### src/rtl/fetch_unit_if.sv
// Instruction memory bus between the fetch stage and a synchronous instruction RAM.
// The RAM returns the word for the address presented on the previous rising edge.
interface fetch_unit_if #(
    parameter int PC_WIDTH = 10
);
    logic [PC_WIDTH-1:0] imem_addr;
    logic                imem_rd;
    logic [8:0]          imem_rdata;

    modport master (
        output imem_addr,
        output imem_rd,
        input  imem_rdata
    );

    modport slave (
        input  imem_addr,
        input  imem_rd,
        output imem_rdata
    );
endinterface

### src/rtl/fetch_unit.sv
// Instruction fetch stage of the tinyarch core.
//
// state | meaning
// ------+-----------------------------------------------------------
// IDLE  | after reset, waiting for start; memory not read
// RUN   | issuing one address per cycle, registering words to decode
// HALT  | program finished, done=1; start restarts from RESET_PC
//
// Two-deep pipeline: fetch_pc is the next address to issue, resp_pc/resp_valid
// describe the address issued last cycle whose word is on imem_rdata now.
module fetch_unit #(
    parameter int                  PC_WIDTH = 10,
    parameter logic [PC_WIDTH-1:0] RESET_PC = '0
) (
    input  logic                clk,
    input  logic                rst_n,
    input  logic                start,
    input  logic                stall,
    input  logic                branch_taken,
    input  logic [PC_WIDTH-1:0] branch_target,
    input  logic                halt,
    fetch_unit_if.master        imem,
    output logic [8:0]          instr,
    output logic [PC_WIDTH-1:0] instr_pc,
    output logic                instr_valid,
    output logic                done
);

    typedef enum logic [1:0] {
        IDLE = 2'd0,
        RUN  = 2'd1,
        HALT = 2'd2
    } state_t;

    state_t              state;
    state_t              state_nxt;
    logic [PC_WIDTH-1:0] fetch_pc;
    logic [PC_WIDTH-1:0] resp_pc;
    logic                resp_valid;
    logic                hold_read;

    // A plain stall re-issues the in-flight address so the memory output is
    // still the held word when the stall releases; halt/branch override it.
    assign hold_read      = (state == RUN) && stall && !branch_taken && !halt;
    assign imem.imem_rd   = (state == RUN);
    assign imem.imem_addr = hold_read ? resp_pc : fetch_pc;

    // State register.
    always_ff @(posedge clk or negedge rst_n) begin
        if (!rst_n) begin
            state <= IDLE;
        end else begin
            state <= state_nxt;
        end
    end

    // Next-state logic: halt wins over everything while running.
    always_comb begin
        state_nxt = state;
        case (state)
            IDLE:    if (start) state_nxt = RUN;
            RUN:     if (halt)  state_nxt = HALT;
            HALT:    if (start) state_nxt = RUN;
            default: state_nxt = IDLE;
        endcase
    end

    // Fetch pointer, response tracking and the registered output word.
    always_ff @(posedge clk or negedge rst_n) begin
        if (!rst_n) begin
            fetch_pc    <= RESET_PC;
            resp_pc     <= '0;
            resp_valid  <= 1'b0;
            instr       <= '0;
            instr_pc    <= '0;
            instr_valid <= 1'b0;
            done        <= 1'b0;
        end else begin
            done <= (state_nxt == HALT);
            case (state)
                IDLE, HALT: begin
                    instr_valid <= 1'b0;
                    if (start) begin
                        fetch_pc   <= RESET_PC;
                        resp_valid <= 1'b0;
                    end
                end
                RUN: begin
                    if (halt) begin
                        instr_valid <= 1'b0;
                        resp_valid  <= 1'b0;
                    end else if (branch_taken) begin
                        fetch_pc    <= branch_target;
                        resp_valid  <= 1'b0;
                        instr_valid <= 1'b0;
                    end else if (!stall) begin
                        instr       <= imem.imem_rdata;
                        instr_pc    <= resp_pc;
                        instr_valid <= resp_valid;
                        resp_pc     <= fetch_pc;
                        resp_valid  <= 1'b1;
                        fetch_pc    <= fetch_pc + PC_WIDTH'(1);
                    end
                end
                default: begin
                    instr_valid <= 1'b0;
                end
            endcase
        end
    end

endmodule

### src/flat_wrapper.sv
// flat-port wrapper written by rule: the top's interface ports become plain ports
module fetch_unit_flat 
#(
    parameter int                  PC_WIDTH = 10,
    parameter logic [PC_WIDTH-1:0] RESET_PC = '0
)
  (clk, rst_n, start, stall, branch_taken, branch_target, halt, instr, instr_pc, instr_valid, done, imem_imem_addr, imem_imem_rd, imem_imem_rdata);
  fetch_unit_if #(.PC_WIDTH(PC_WIDTH)) imem_i ();
  input  logic clk;
  input  logic rst_n;
  input  logic start;
  input  logic stall;
  input  logic branch_taken;
  input  logic [PC_WIDTH-1:0] branch_target;
  input  logic halt;
  output logic [8:0] instr;
  output logic [PC_WIDTH-1:0] instr_pc;
  output logic instr_valid;
  output logic done;
  output wire logic [$bits(imem_i.imem_addr)-1:0] imem_imem_addr;
  output wire logic [$bits(imem_i.imem_rd)-1:0] imem_imem_rd;
  input wire logic [$bits(imem_i.imem_rdata)-1:0] imem_imem_rdata;
  assign imem_imem_addr = imem_i.imem_addr;
  assign imem_imem_rd = imem_i.imem_rd;
  assign imem_i.imem_rdata = imem_imem_rdata;
  fetch_unit #(.PC_WIDTH(PC_WIDTH), .RESET_PC(RESET_PC)) u_core (.clk(clk), .rst_n(rst_n), .start(start), .stall(stall), .branch_taken(branch_taken), .branch_target(branch_target), .halt(halt), .imem(imem_i), .instr(instr), .instr_pc(instr_pc), .instr_valid(instr_valid), .done(done));
endmodule
### config.mk
export PLATFORM = sky130hd
export DESIGN_NAME = fetch_unit_flat
export DESIGN_NICKNAME = d
export VERILOG_FILES = /design/src/rtl/fetch_unit_if.sv /design/src/rtl/fetch_unit.sv /design/src/flat_wrapper.sv
export SDC_FILE = /design/constraint.sdc
export NUM_CORES = 1
export LEC_CHECK = 0
export ABC_AREA = 0
export CELL_PAD_IN_SITES_DETAIL_PLACEMENT = 1
export CELL_PAD_IN_SITES_GLOBAL_PLACEMENT = 1
export CORE_ASPECT_RATIO = 1.5
export CORE_MARGIN = 3
export CORE_UTILIZATION = 35
export CTS_BUF_LIST = sky130_fd_sc_hd__clkbuf_4
export DETAILED_ROUTE_END_ITERATION = 10
export PLACE_DENSITY = 0.85
export REMOVE_ABC_BUFFERS = 1
export SYNTH_ARGS = -nofsm -noshare
export SYNTH_HDL_FRONTEND = slang
export SYNTH_SLANG_ARGS = --single-unit
### constraint.sdc
create_clock -name clk -period 1.8 [get_ports clk]
set_clock_uncertainty 0.05 [all_clocks]
set_input_delay 0.45 -clock clk [delete_from_list [all_inputs] [get_ports clk]]
set_output_delay 0.45 -clock clk [all_outputs]
set_load 0.02 [all_outputs]
==> qor.csv <==
stage,metric,value,unit
cells_and_area,drive_gt1_frac,0.404,
setup_path,r2r_cells,5,
synth,synth-main-ff-cell,dfrtp_1,
global_route,met2_usage,0.288,
sta,worstMarginPinSlew,0.291,ns
synth,netlist_area,2040,um^2
clock_network,path_clk_slew,0.12,ns
power,power_frac_clock,0.132,
cells_and_area,stdcell_area,3000,um^2
clock_network,holdBufCountCts,0,
synth,synthArstFlopShare,1.00,
cells_and_area,fillers,595,
synth,synth_edf_count,0,
power,ir_drop,0.405,mV
power,switching_share,0.342,
floorplan,die_height,99.6,um
status,violations,setup timing,
synth,synth_warnings,0,
sta,slew_headroom,0.805,
synth,synth_top_area_frac,0.539,
floorplan,row_count,33,
clock_network,cts-root-to-sink-buffers,2,
placed_design,gp_congestion,0.828,
status,outcome,"finished, violations left",
cells_and_area,nets,276,
setup_path,crit_arrival,1.66,ns
drt,drt_iter0_drc,31,
power,p_comb_frac,0.429,
hold_path,hold_class,in2async,
cells_and_area,n_antenna_cell,0,
synth,synth.most_common_cell,dfrtp_1,
clock_network,cts_tree,yes,
drt,drc,0,
floorplan,coreArea,5570,um^2
sta,timing.final.hold_violations,0,
placed_design,hpwl,3790,um
power,switching_power,0.00110,W
setup_path,startpoint,u_core.state[1],
job,cap_violations,0,
drt,first_pass_iters,4,
synth,synth-seq-area-share,0.539,
setup_path,end_kind,output port,
setup_path,cp_max_fo,7,
sta,grt_setup_unrepaired,yes,
setup_path,cp_data_required_time,1.30,ns
global_route,grt_pass1_wl,8200,um
drt,routed_wirelength,5040,um
placed_design,dp_slack,-0.931,ns
drt,ant_nets,0,
setup_path,critPathKind,reg2out,
power,power.leakage,1.49,nW
global_route,grt_use_total,0.159,
synth,netlist_top_cells_count,"dfrtp_1 (44), mux2_2 (37), nand2_1 (11)",
floorplan,ioPinCount,57,
sta,period_share,1.20,
global_route,use_met3,0.0339,
clock_network,cts_buffers,5,
drt,drt-vias-per-instance,5.06,
global_route,antenna_found_initial,0,
synth,ys_top_cells_by_area,"dfrtp_1 (54%), mux2_2 (20%), a22o_1 (2.1%)",
sta,finalSetupViolCount,10,
setup_path,worstSetupStartpointType,register,
power,power.density,1070,nW/um^2
clock_network,worstSkewPairLatency,0.34,ns
sta,setup_ws,-0.361,ns
sta,fin_crit,2.16,ns
clock_network,htreeDepth,2,
sta,fmax,0.463,GHz
synth,syn_area_per_cell,12.6,um^2
synth,synth_cells,162,
placed_design,io_buffers,56,
floorplan,initial_core_util,0.367,
clock_network,cts_root_buf,clkbuf_4,
sta,final.setup.tns,-3.36,ns
power,p_seq_frac,0.439,
global_route,grt_max_degree,45,
power,internal_power,0.00211,W
synth,synth_cell_types,38,
power,power,0.00321,W
global_route,grt_overflow_total,0,
synth,synth-seq-cells,44,
sta,hold-worst-slack,0.0128,ns
floorplan,die_area,6810,um^2
cells_and_area,areaGrowthSynthToFinish,46.9,%
drt,num_vias,1620,
floorplan,die_x,68.4,um
drt,wire_per_inst,15.7,um
global_route,top_usage_layer,met2,
placed_design,placed_area,2900,um^2
synth,synth_top_area_cell,dfrtp_1,
sta,drv_slew,0,
clock_network,cts_sinks,44,
global_route,grtUsageMet1,0.181,
setup_path,worstReg2RegStart,u_core.state[1],
global_route,grt_pass1_vias,1708,
[what timing repair did]
item                                   CTS  global route
setup endpoints to repair               43            15
gates resized for setup                103             4
pin swaps                                2             0
endpoints found under the hold margin    0             0
setup buffers                            2             0
[area by class of cell]
| cell class | count | area (um^2) | share of cell area |
|---|---|---|---|
| repair buffers | 88 | 816 | 0.272 |
| clock inverters | 2 | 7.51 | 0.00250 |
| inverters | 5 | 18.8 | 0.00625 |
| clock buffers | 5 | 37.5 | 0.0125 |
| multi-input cells | 106 | 936 | 0.312 |
| flip-flops and latches | 44 | 1100 | 0.367 |
| well taps | 70 | 87.6 | 0.0292 |
[final timing paths]
path / end / slack, ns
max: imem_imem_addr[4] / -0.36
min: u_core.instr_pc[4] / 0.01
max reg2reg: u_core.fetch_pc[2] / 0.04
min reg2reg: u_core.instr[2] / 0.46
max in group asynchronous: u_core.resp_pc[7] / 1.48
min in group clk: u_core.instr[2] / 0.46
[power by group through the flow]
| stage | Sequential [W] | Clock, W | Combinational, W |
|---|---|---|---|
| floorplan | 0.00164 | 0 | 0.000472 |
| global placement | 0.00142 | 0 | 0.00140 |
| detailed placement | 0.00144 | 0 | 0.00144 |
| CTS | 0.00141 | 0.000453 | 0.00137 |
| global route | 0.00145 | 0.000484 | 0.00148 |
| finish | 0.00141 | 0.000422 | 0.00138 |
[per-layer routing]
metal	up-vias	wire [um]	part of all wire
met2	40	2790	0.55
met3	5	249	0.049
met1	813	1940	0.38
met4	0	61	0.012
li1	762	-	-
met5	-	0	0
[kinds of logic after synthesis]
family,synth area share
AO/OA/AOI/OAI,0.117
XOR/XNOR,0.0214
adder cells (fa/ha/maj),0.00612
buffers and inverters,0.0300
flip-flops,0.539
multiplexers,0.214
AND/OR/NAND/NOR,0.0728
[through the flow]
stage | cells | util
after floorplan | 155 | -
after CTS | 320 | 0.535
after global placement | 311 | 0.519
final | 320 | 0.539
after global routing | 320 | 0.539
after detailed placement | 311 | 0.519
[cells in the final DEF (no fill, tap or decap), types with 3 or more instances in the layout]
cell type        count
inv_1                4
o21ai_0              6
buf_4               27
nor2_1               4
a22o_1               5
buf_6               14
xor2_1               3
mux2_2              36
dlygate4sd2_1       24
nand3_1              3
clkbuf_4             5
a21o_1               3
dfrtp_1             44
clkdlybuf4s50_1     20
nand2_1             10
[state kept, by name (all words and copies together) (netlist names)]
| name | cells |
|---|---|
| u_core.resp_pc | 10 |
| u_core.done | 1 |
| u_core.resp_valid | 1 |
| u_core.state | 2 |
| u_core.instr_valid | 1 |
| u_core.instr | 9 |
| u_core.instr_pc | 10 |
| u_core.fetch_pc | 10 |
[critical path, stage by stage (launching register included)]
cell,delay (ns)
dfrtp_1,0.43
nor3b_4,0.21
nand2_2,0.09
buf_6,0.16
mux2_4,0.30
buf_6,0.13
(Power assumes the default switching activity.)
==> variant: new RTL, same settings <==
Encoding of `state_t`: now one-hot (3 bits for 3 states).
--- a/src/rtl/fetch_unit.sv
+++ b/src/rtl/fetch_unit.sv
@@ -27,8 +27,8 @@
 );
 
-    typedef enum logic [1:0] {
-        IDLE = 2'd0,
-        RUN  = 2'd1,
-        HALT = 2'd2
+    typedef enum logic [2:0] {
+        IDLE = 3'b001,
+        RUN  = 3'b010,
+        HALT = 3'b100
     } state_t;
 
Function: no difference found for any inputs over 4 cycles, from zero or initial values and one cycle with rst_n low; so few cycles prove little.
==> variant against the original RTL <==
  * The run still ends with negative setup slack left
  * Synthesized area rose by 6.6%
  * Clock power grew 56%
  * Total power up 20%
  * Maximum frequency is 13% lower
  * Worst setup slack worse by 0.34 ns
  * Routed wire length up 30%
  * Global-route usage is 2.9 points higher
  * Sequential cell count up 1
  * First-iteration DRC count increased to 2.6 times the old value
  * Cell area up 13%
  * Worst hold slack better by 0.45 ns
  * Largest power group is now combinational logic
  * Highest routed layer unchanged
==> variant: results <==
metrics = {
    "outcome": {
        "status": "complete, but fails checks",
        "violations": "negative setup slack",
    },
    "worst_setup_path": {
        "arrival_ns": 2.00,
        "cp_max_fo": 5,
        "r2r_end": "u_core.instr[6]$_DFFE_PN0P_",
        "crit_type": "flop to output port",
        "critPathLaunch": "u_core.state[1]$_DFF_PN0_",
        "ff2ff_setup_slack_ns": -0.50,
        "worst_r2r_path_depth": 9,
    },
    "clock_network": {
        "ctsHtreeMaxLevel": 2,
        "cts_made_buffers": 5,
        "clk_pin_slew_worst_paths_ns": 0.13,
        "cts_root_buf": "clkbuf_4",
        "worstSkewPairLatency_ns": 0.38,
        "clockBufferDepth": 2,
    },
    "synthesis": {
        "ys_seq_area_share_pct": 51.72,
        "synth_commonest_cells": "44 x dfrtp_1, 39 x mux2_2, 12 x nand3_1",
        "syn-mean-instance-area_um2": 12.18,
        "synth_area_leaders": "dfrtp_1 51%, mux2_2 20%, nand3_1 2.8%",
        "synthArstFlopShare_pct": 100.0,
        "yosys_warnings": 0,
        "ys_types": 40,
    },
    "place": {
        "gp_congestion": 0.7464,
        "place_area_um2": 3038,
        "hpwlAfterDp_mm": 4.331,
        "placed_cells": 330,
        "io_buffer_count": 56,
    },
    "finish": {
        "drive_above_1_share_pct": 41.49,
        "antenna-diode-count": 0,
        "largestRegisters": "u_core.fetch_pc x10, u_core.instr_pc x10, u_core.resp_pc x10",
        "syn2layout_area_growth_pct": 55.17,
        "nNetsFinal": 307,
        "final_cells": 354,
    },
    "worst_hold_path": {
        "hold_class": "flop to flop",
        "hold_start": "u_core.resp_valid$_DFFE_PN0P_",
        "hold_depth": 2,
        "whs_endpoint": "u_core.instr_valid$_DFFE_PN0P_",
    },
    "power_and_ir_drop": {
        "p_int_mw": 2.477,
        "vdd_drop_max_uv": 711.2,
        "p_leak_nw": 1.674,
    },
    "timing": {
        "finalSetupViolCount": 51,
        "slew_headroom_pct": 70.83,
        "setup_tns_ns": -22.78,
        "setup_ws_ns": -0.6974,
    },
    "global_route": {
        "grt_pass1_vias": 2007,
        "grt.overflow.total": 0,
        "grt_usage_pct": 18.74,
        "grt_max_degree": 30,
        "antenna_found_initial": 0,
        "grt_pass1_wl_mm": 10.45,
    },
    "drt": {
        "route.final.wire_length_mm": 6.533,
        "drt_pass1_iterations": 4,
        "viasPerCell": 5.226,
        "drtIter0Drc": 81,
    },
}
==> variant: cell types whose count changed after synthesis, sizes merged, moves of 3 or more <==
cell    delta
nand3      +9
nor3       +5
a21o       -3
nand2b     +3
==> variant: power by group through the flow <==
stage | Clock [mW] | Combinational [mW] | Sequential [mW]
final | 0.658 | 1.76 | 1.42
after global routing | 0.730 | 1.88 | 1.45
after CTS | 0.679 | 1.68 | 1.41
after detailed placement | 0 | 1.63 | 1.44
after global placement | 0 | 1.57 | 1.42
after floorplan | 0 | 0.609 | 1.60
==> variant: what timing repair did <==
| action | CTS | global route |
|---|---|---|
| pin swaps | 7 | 1 |
| endpoints found under the hold margin | 15 | 0 |
| endpoints found under the setup margin | 70 | 51 |
| cloned | 4 | 1 |
| setup buffers | 10 | 4 |
| hold buffers | 1 | 0 |
| gates resized for setup | 92 | 19 |
==> variant: cells by family (layout without fill, tap and decap cells) <==
group,count (synthesis),in the layout,share of synthesized area [%]
xor+xnor,3,3,1.206
compound gates,28,28,9.472
buf+inv,14,116,3.501
fa+ha+maj,1,1,0.5740
simple gates,48,49,12.86
flops,45,45,51.72
mux,40,40,20.67
==> variant: worst max path at each step <==
stage,end,slack [ns],cells after the start
after floorplan,u_core.instr[0]$_DFFE_PN0P_,-0.62,3
after global placement,imem_imem_addr[1],-0.92,6
after detailed placement,imem_imem_addr[3],-0.94,6
after CTS,imem_imem_addr[1],-0.72,6
after global routing,imem_imem_addr[7],-0.79,6
final,imem_imem_addr[1],-0.70,6
==> variant: per-stage QoR <==
stage | setup WS (ns) | hold slack [ns]
6_report | -0.6974 | 0.4613
3_5_place_dp | -0.9369 | 0.3681
2_1_floorplan | -0.6237 | 0.1044
4_1_cts | -0.7208 | 0.4723
5_1_grt | -0.7851 | 0.4857
3_3_place_gp | -0.9154 | 0.3615
==> variant: worst max-delay path: stages (launching register included) <==
cell	delay (ns)
dfrtp_1	0.39
or3b_4	0.41
nor3_4	0.15
nand2_2	0.08
buf_4	0.16
mux2_2	0.28
buf_2	0.16
==> variant: metal layers <==
metal | share of wire [%] | global-route usage, %
met5 | 0 | 0
met3 | 2.8 | 2.732
met4 | 1.6 | 7.817
met2 | 55 | 34.27
met1 | 41 | 21.83
==> variant: area by class of cell <==
| cell class | instances | area (µm²) |
|---|---|---|
| clock buffers | 6 | 45.04 |
| clock inverters | 2 | 38.79 |
| fillers | 637 | 2531 |
| inverters | 5 | 23.77 |
| multi-input cells | 121 | 1092 |
| flip-flops and latches | 45 | 1127 |
| well taps | 72 | 90.09 |
| repair buffers | 103 | 964.7 |
